[src/rtl/seg7_pkg.sv]
// seg7_pkg: shared constants and types for seven-segment encode/decode.
//   SEG_BLANK  - active-low pattern with every segment off
//   SEG_CODES  - legal active-low pattern for each nibble 0..F (bit0=a .. bit6=g)
//   state_e    - capture FSM states
package seg7_pkg;

  localparam logic [6:0] SEG_BLANK = 7'h7F;

  localparam logic [6:0] SEG_CODES [16] = '{
    7'h40, 7'h79, 7'h24, 7'h30, 7'h19, 7'h12, 7'h02, 7'h78,
    7'h00, 7'h10, 7'h08, 7'h03, 7'h46, 7'h21, 7'h06, 7'h0E
  };

  typedef enum logic [1:0] {
    WAIT   = 2'd0,
    SETTLE = 2'd1,
    HOLD   = 2'd2
  } state_e;

endpackage

[src/rtl/seg7_to_nibble.sv]
// seg7_to_nibble: combinational reverse lookup of an active-low segment
// pattern into its nibble.
//   seg_i    [6:0] active-low segment pattern
//   nibble_o [3:0] recovered nibble (0 when the pattern is illegal)
//   legal_o        pattern is one of the 16 legal codes
module seg7_to_nibble
  import seg7_pkg::*;
(
  input  logic [6:0] seg_i,
  output logic [3:0] nibble_o,
  output logic       legal_o
);

  always_comb begin
    nibble_o = '0;
    legal_o  = 1'b0;
    for (int i = 0; i < 16; i++) begin
      if (seg_i == SEG_CODES[i]) begin
        nibble_o = 4'(i);
        legal_o  = 1'b1;
      end
    end
  end

endmodule

[src/rtl/seg7_capture.sv]
// seg7_capture: recovers the nibbles shown on a multiplexed active-low
// seven-segment bus and holds them per digit with valid flags.
//   clk           system clock
//   rst_n         asynchronous active-low reset
//   seg_in  [6:0] active-low segment lines (asynchronous)
//   dig_sel [N-1:0] one-hot digit select (asynchronous)
//   value_o [4N-1:0] recovered nibbles, digit i at [4i+3:4i]
//   digit_valid_o [N-1:0] digit i holds a valid capture
//   update_o      one-cycle pulse when a stored nibble/valid bit changes
//   err_o         one-cycle pulse when a stable pattern is illegal
//
// state  | meaning
// WAIT   | digit select is not one-hot; nothing to track
// SETTLE | counting cycles of an unchanged {seg, dig} sample
// HOLD   | current sample captured; waiting for the next change
module seg7_capture
  import seg7_pkg::*;
#(
  parameter int NUM_DIGITS    = 4,
  parameter int STABLE_CYCLES = 16
) (
  input  logic                    clk,
  input  logic                    rst_n,
  input  logic [6:0]              seg_in,
  input  logic [NUM_DIGITS-1:0]   dig_sel,
  output logic [4*NUM_DIGITS-1:0] value_o,
  output logic [NUM_DIGITS-1:0]   digit_valid_o,
  output logic                    update_o,
  output logic                    err_o
);

  localparam int CW = $clog2(STABLE_CYCLES);
  localparam logic [CW-1:0] CNT_LAST = CW'(STABLE_CYCLES - 1);
  localparam logic [CW-1:0] CNT_MAX  = '1;

  logic [6:0]            seg_s1_q, seg_s2_q, seg_prev_q;
  logic [NUM_DIGITS-1:0] dig_s1_q, dig_s2_q, dig_prev_q;

  state_e                state_q, state_d;
  logic [CW-1:0]         cnt_q, cnt_d;
  logic                  cap_q, cap_d;

  logic [4*NUM_DIGITS-1:0] value_q, value_d;
  logic [NUM_DIGITS-1:0]   valid_q, valid_d;
  logic                    update_q, update_d;
  logic                    err_q, err_d;

  logic                  dig_onehot;
  logic                  changed;
  logic [3:0]            cap_nibble;
  logic                  cap_legal;

  // prev_q doubles as the capture source: on the cycle after a capture
  // decision it holds exactly the sample that was judged stable.
  always_ff @(posedge clk or negedge rst_n) begin
    if (!rst_n) begin
      seg_s1_q   <= SEG_BLANK;
      seg_s2_q   <= SEG_BLANK;
      seg_prev_q <= SEG_BLANK;
      dig_s1_q   <= '0;
      dig_s2_q   <= '0;
      dig_prev_q <= '0;
    end else begin
      seg_s1_q   <= seg_in;
      seg_s2_q   <= seg_s1_q;
      seg_prev_q <= seg_s2_q;
      dig_s1_q   <= dig_sel;
      dig_s2_q   <= dig_s1_q;
      dig_prev_q <= dig_s2_q;
    end
  end

  assign dig_onehot = $onehot(dig_s2_q);
  assign changed    = {seg_s2_q, dig_s2_q} != {seg_prev_q, dig_prev_q};

  always_comb begin
    state_d = state_q;
    cnt_d   = cnt_q;
    cap_d   = 1'b0;
    case (state_q)
      WAIT: begin
        cnt_d = '0;
        if (dig_onehot) state_d = SETTLE;
      end
      SETTLE: begin
        if (!dig_onehot) begin
          state_d = WAIT;
          cnt_d   = '0;
        end else if (changed) begin
          cnt_d = '0;
        end else if (cnt_q == CNT_LAST) begin
          cap_d   = 1'b1;
          state_d = HOLD;
        end else if (cnt_q != CNT_MAX) begin
          cnt_d = cnt_q + CW'(1);
        end
      end
      HOLD: begin
        if (!dig_onehot) begin
          state_d = WAIT;
          cnt_d   = '0;
        end else if (changed) begin
          state_d = SETTLE;
          cnt_d   = '0;
        end
      end
      default: begin
        state_d = WAIT;
        cnt_d   = '0;
      end
    endcase
  end

  seg7_to_nibble u_dec (
    .seg_i    (seg_prev_q),
    .nibble_o (cap_nibble),
    .legal_o  (cap_legal)
  );

  always_comb begin
    value_d  = value_q;
    valid_d  = valid_q;
    update_d = 1'b0;
    err_d    = 1'b0;
    if (cap_q) begin
      for (int i = 0; i < NUM_DIGITS; i++) begin
        if (dig_prev_q[i]) begin
          if (cap_legal) begin
            if (!valid_q[i] || (value_q[4*i +: 4] != cap_nibble)) update_d = 1'b1;
            value_d[4*i +: 4] = cap_nibble;
            valid_d[i]        = 1'b1;
          end else begin
            err_d      = 1'b1;
            update_d   = valid_q[i];
            valid_d[i] = 1'b0;
          end
        end
      end
    end
  end

  always_ff @(posedge clk or negedge rst_n) begin
    if (!rst_n) begin
      state_q  <= WAIT;
      cnt_q    <= '0;
      cap_q    <= 1'b0;
      value_q  <= '0;
      valid_q  <= '0;
      update_q <= 1'b0;
      err_q    <= 1'b0;
    end else begin
      state_q  <= state_d;
      cnt_q    <= cnt_d;
      cap_q    <= cap_d;
      value_q  <= value_d;
      valid_q  <= valid_d;
      update_q <= update_d;
      err_q    <= err_d;
    end
  end

  assign value_o       = value_q;
  assign digit_valid_o = valid_q;
  assign update_o      = update_q;
  assign err_o         = err_q;

endmodule
[config.mk]
export PLATFORM = sky130hd
export DESIGN_NAME = seg7_capture
export DESIGN_NICKNAME = d
export VERILOG_FILES = /design/src/rtl/seg7_pkg.sv /design/src/rtl/seg7_to_nibble.sv /design/src/rtl/seg7_capture.sv
export SDC_FILE = /design/constraint.sdc
export NUM_CORES = 1
export LEC_CHECK = 0
export ABC_AREA = 1
export BUFFER_PORTS_ARGS = -buffer_cell sky130_fd_sc_hd__buf_2
export CORE_UTILIZATION = 40
export CTS_CLUSTER_DIAMETER = 50
export CTS_CLUSTER_SIZE = 8
export DETAILED_ROUTE_END_ITERATION = 10
export RECOVER_POWER = 50
export SLEW_MARGIN = 20
export SYNTH_ARGS = -nofsm -noshare
export SYNTH_HDL_FRONTEND = slang
export SYNTH_SLANG_ARGS = --single-unit
[constraint.sdc]
create_clock -name clk -period 3.6 [get_ports clk]
set_input_delay 0.18 -clock clk [delete_from_list [all_inputs] [get_ports clk]]
set_output_delay 0.18 -clock clk [all_outputs]
set_load 0.1 [all_outputs]
# == Yosys cells after proc, flatten, opt, wreduce, memory -nomap -nowiden ==
# Cells that the tools add are included.
# word_totals
regBits,62
input_bits,13
output_inout_bits,22
elab_cells,146
# classes
add_sub_neg,4
n_eq_ne,31
n_mux,72
n_reduce_logical,20
# ops
operator,n
2-to-1 mux 4 bit,14
2-to-1 mux 1 bit,44
== test 7 bit (second input constant),4
== test 7 x 5 -> 1 bit (second input constant),3
== test 7 x 6 -> 1 bit (second input constant),3
2-to-1 mux 2 bit,8
!= test 4 bit,4
AND reduction 3 bit,5
== test 7 x 2 -> 1 bit (second input constant),2
== test 7 x 4 -> 1 bit (second input constant),2
2-to-1 mux 3 bit,4
!= test 4 bit (second input constant),3
!= test 11 bit,1
!= test 3 bit (second input constant),3
one-hot mux 4 bit (2 select lines),1
AND reduction 2 bit,4
== test 7 x 3 -> 1 bit (second input constant),1
zero test 7 bit,1
one-hot mux 2 bit (3 select lines),1
adder 1 x 1 -> 2 bit,2
adder 4 x 1 -> 4 bit (second input constant),1
== test 4 bit (second input constant),1
zero test 1 bit,4
logical OR 1 bit,4
7 further kinds,7

# == Depth between registers and ports, before layout ==
# depth
word_depth,31
depth_mapped,18
depth_no_buf,18

# == By module ==
# From an unflattened synthesis, not the netlist that was laid out.
# hier_totals
hier_cells,331
area_unflattened_um2,2930.3
# by_module_without_submodules
module,instances,cells_each,area_per_inst_um2,seq_area_each_um2
seg7_capture,1,274,2651.3,1577.8
seg7_to_nibble,1,57,279.0,0.0

# == Worst setup path before layout ==
# OpenSTA, ideal clock, no wires.
# synth_path
kind,register to register
from,register dig_s2_q[0]
to,register cnt_q[3]
setup_time_ns,0.124
arrival_ns,2.348
required_time_ns,3.476
setup_slack_ns,1.128
stages_incl_launch_ff,13
path_buffers,0
period_less_slack_ns,2.472
path_cell_list,dfrtp_1 > inv_1 > fa_1 > inv_1 > ha_1 > ha_1 > nor3_1 > inv_1 > nor2_1 > inv_1 > o21ai_2 > o21ai_0 > nor3b_1
# synth_via
elab_chain_len,5
word_cells_on_any_way,12
# synth_rtl
item,line,rtl
from (decl),seg7_capture.sv:37,"logic [NUM_DIGITS-1:0] dig_s1_q, dig_s2_q, dig_prev_q;"
from (signal assigned),seg7_capture.sv:68,dig_s2_q <= dig_s1_q;
adder 1 x 1 -> 2 bit (implied by the code),seg7_capture.sv:73,assign dig_onehot = $onehot(dig_s2_q);
adder 2 x 2 -> 3 bit (implied by the code),seg7_capture.sv:73,
== test 3 x 1 -> 1 bit,seg7_capture.sv:73,
"!= test 4 bit (no line), or another cell as far along",--,
AND reduction 3 bit (no line) / one-hot mux 4 bit (2 select lines) (equally long branches),--,
to (signal assigned),seg7_capture.sv:153,cnt_q <= cnt_d;
to (decl),seg7_capture.sv:40,"logic [CW-1:0] cnt_q, cnt_d;"
# Several ways; a longest one is shown, not always the timed one.
# A chain may end at the register's enable or synchronous reset.

# == Final worst setup path ==
# Ends and elaborated chain as after synthesis.

==> metrics.cfg <==
[status]
status = finished, violations left
violations = capacitance limit, slew limit

[route]
firstDrtPassIters = 4
num_vias = 2378
drc = 0
drtAntennaViolNets = 0
wl_mm = 5.770
via_per_inst = 4.609
first_iter_violations = 86
wl_per_cell_um = 11.18

[clocking]
htreeDepth = 3
cts_inserted_buffers = 9
clk_latency_ns = 0.35
clkTransAtPathRegs_ns = 0.07
cts_buffer_depth = 2
cts_root_buffer = clkbuf_8
tritoncts = yes
cts.sinks = 62

[timing]
finalSetupViolations = 0
totalNegativeSetupSlack_ns = 0
fmax_mhz = 368.0
maxSlewViolCount = 43
tightest_slew_ns = 2.358
final_hold_viol_count = 0
slew_headroom = -0.5719
setup_slack_ns = 0.8825
period_share = 0.7548
finalClockSkew_ns = 0.01227
post-route-min-period_ns = 2.717
rsz0062_at_grt = false

[global_route]
grt_pass1_vias = 2263
grt_pass1_wl_mm = 10.24
grt_util_all_layers = 0.1613
antenna_found_initial = 0
grt_max_degree = 43
gr-total-overflow = 0

[layout]
final_common_cell = nand2_1
postLayoutCoreUtil = 0.5036
layout.nets = 429
area_delta_synth_final_pct = 19.45
drive_above_1_share = 0.2542
fin_area_um2 = 3711
antenna-diode-count = 0
final_cell_mix = nand2_1 (80), nor2_1 (46), inv_1 (45), dfrtp_1 (41), buf_2 (33)

[min_path]
min_path_type = reg -> reg

[setup_path]
crit_start = dig_s2_q[0]
r2r-start = dig_s2_q[0]
worstReg2RegEnd = cnt_q[3]
regToRegSetupSlack_ns = 0.88
reg2reg_depth = 12
crit_fanout = 7
start_kind = flip-flop
worstPathRequired_ns = 3.85
critical_path_class = reg -> reg
arrival_ns = 2.97
cp-end-kind = flip-flop
cp-endpoint = cnt_q[3]

[logic_synthesis]
synth_cells = 357
synth.avg_cell_area_um2 = 8.702
yosysTopAreaCell = dfrtp_1
synth_enable_flop_cells = 0
seq_area_frac_synth = 0.5079
syn_nets = 374
synth_area_leaders = dfrtp_1 (33%), dfstp_2 (18%), nand2_1 (9.7%)
async_flop_share = 1.000
yosysWarningCount = 0
ys_types = 37
synth_area_um2 = 3107
yosys.area.top_type_share = 0.3302
ys_seq_elements = 62
synthFlopType = dfrtp_1

[power_and_ir_drop]
p_int_mw = 1.136
power_frac_seq = 0.492
p_sw_mw = 0.3793
leakage_nw = 1.828
combinationalPowerShare = 0.078
switching_share = 0.2503
clock_power_share = 0.429
power.density_nw_per_um2 = 408.4
peakVddDrop_v = 0.0003097

[place]
dp_hpwl_mm = 4.285
io_buffers = 34
dp_slack_ns = 0.8664
gp_congestion = 0.8704
dpl_cell_area_um2 = 3378

[die]
placementRows = 31
io_pins = 35
floorplan.die.width_um = 90.13
coreArea_um2 = 7370
start_util = 0.4216
dieArea_um2 = 8123
die_h_um = 90.13

[job]
maxCapViolCount = 1

## power groups by stage
stage | logic [mW] | registers, mW | clock network (mW)
6_report | 0.119 | 0.746 | 0.651
2_1_floorplan | 0.0801 | 0.754 | 0
4_1_cts | 0.120 | 0.748 | 0.673
3_3_place_gp | 0.108 | 0.759 | 0
5_1_grt | 0.137 | 0.750 | 0.703
3_5_place_dp | 0.110 | 0.761 | 0
## routing by layer
layer | up-vias | track usage | wire length (um) | part of all wire
met3 | 8 | 0.04653 | 258 | 0.045
met4 | 0 | 0.06452 | 102 | 0.018
li1 | 1237 | - | - | -
met2 | 60 | 0.2551 | 2556 | 0.44
met1 | 1073 | 0.2079 | 2852 | 0.49
met5 | - | 0 | 0 | 0
## worst min path at each step
stage / cells past startpoint / endpoint / from / slack [ns]
2_1_floorplan: 0 / cap_q / rst_n / -0.12
3_3_place_gp: 1 / seg_s1_q[5] / seg_in[5] / 0.28
3_5_place_dp: 1 / seg_s1_q[3] / seg_in[3] / 0.29
4_1_cts: 1 / value_o[11] / rst_n / 0.008
5_1_grt: 0 / dig_s2_q[3] / dig_s1_q[3] / 0.36
6_report: 0 / dig_s2_q[1] / dig_s1_q[1] / 0.35
## Yosys cell counts, types with 3 or more instances
| master | instances |
|---|---|
| nor2_1 | 46 |
| dfrtp_1 | 41 |
| nand3_1 | 14 |
| xor2_1 | 8 |
| nand4_1 | 9 |
| ha_1 | 3 |
| dfstp_2 | 21 |
| inv_1 | 45 |
| nand2_1 | 80 |
| nand3_2 | 5 |
| nor3_1 | 6 |
| nand2_4 | 7 |
| a21oi_1 | 3 |
| nor2_2 | 6 |
| nand2_2 | 6 |
| inv_2 | 7 |
| o21ai_0 | 24 |
## sequential cells by signal, summed over array words and instances (netlist names)
signal / flops
cap_q: 1
cnt_q: 4
dig_prev_q: 4
dig_s1_q: 4
dig_s2_q: 4
digit_valid_o: 4
err_o: 1
seg_prev_q: 7
seg_s1_q: 7
seg_s2_q: 7
state_q: 2
update_o: 1
value_o: 16
## kinds of logic (layout without fill, tap and decap cells)
family / count (synthesis) / after routing / synth area share
AO/OA/AOI/OAI: 34 / 34 / 0.06122
XOR/XNOR: 8 / 8 / 0.02255
adder cells (fa/ha/maj): 4 / 4 / 0.01853
buffers and inverters: 56 / 116 / 0.07370
flip-flops: 62 / 62 / 0.5079
AND/OR/NAND/NOR: 193 / 193 / 0.3162
## final cells by class
cell class                      count  area [um2]
Fill cell                         702        3659
Sequential cell                    62        1578
Multi-Input combinational cell    239        1300
Timing Repair Buffer               47       296.5
Inverter                           53       198.9
Clock buffer                       10       148.9
Tap cell                           99       123.9
Clock inverter                      6       65.06
## worst max-delay path, stage by stage (launching register included)
cell and delay (ns):
dfrtp_1 0.36, inv_1 0.08, fa_1 0.53, inv_1 0.04, ha_1 0.17, ha_1 0.26, nor3_1 0.23, inv_1 0.11
nor2_1 0.18, inv_1 0.11, o21ai_2 0.27, a21oi_1 0.07, nor3b_1 0.22
## stage by stage
stage	instances	total power, mW	hold slack, ns
global placement	488	0.8672	0.2845
floorplan	357	0.8340	-0.1156
CTS	515	1.541	0.007538
finish	516	1.515	0.3451
global route	516	1.591	0.3565
detailed placement	488	0.8709	0.2865
## timing repair
action | 4_1_cts | 5_1_grt
buffers inserted | 0 | 0
hold buffers | 11 | 1
gates resized for setup | 0 | 0
setup endpoints to repair | 0 | 0
endpoints found under the hold margin | 11 | 41
Note: power is estimated with default switching activity, not from simulation.
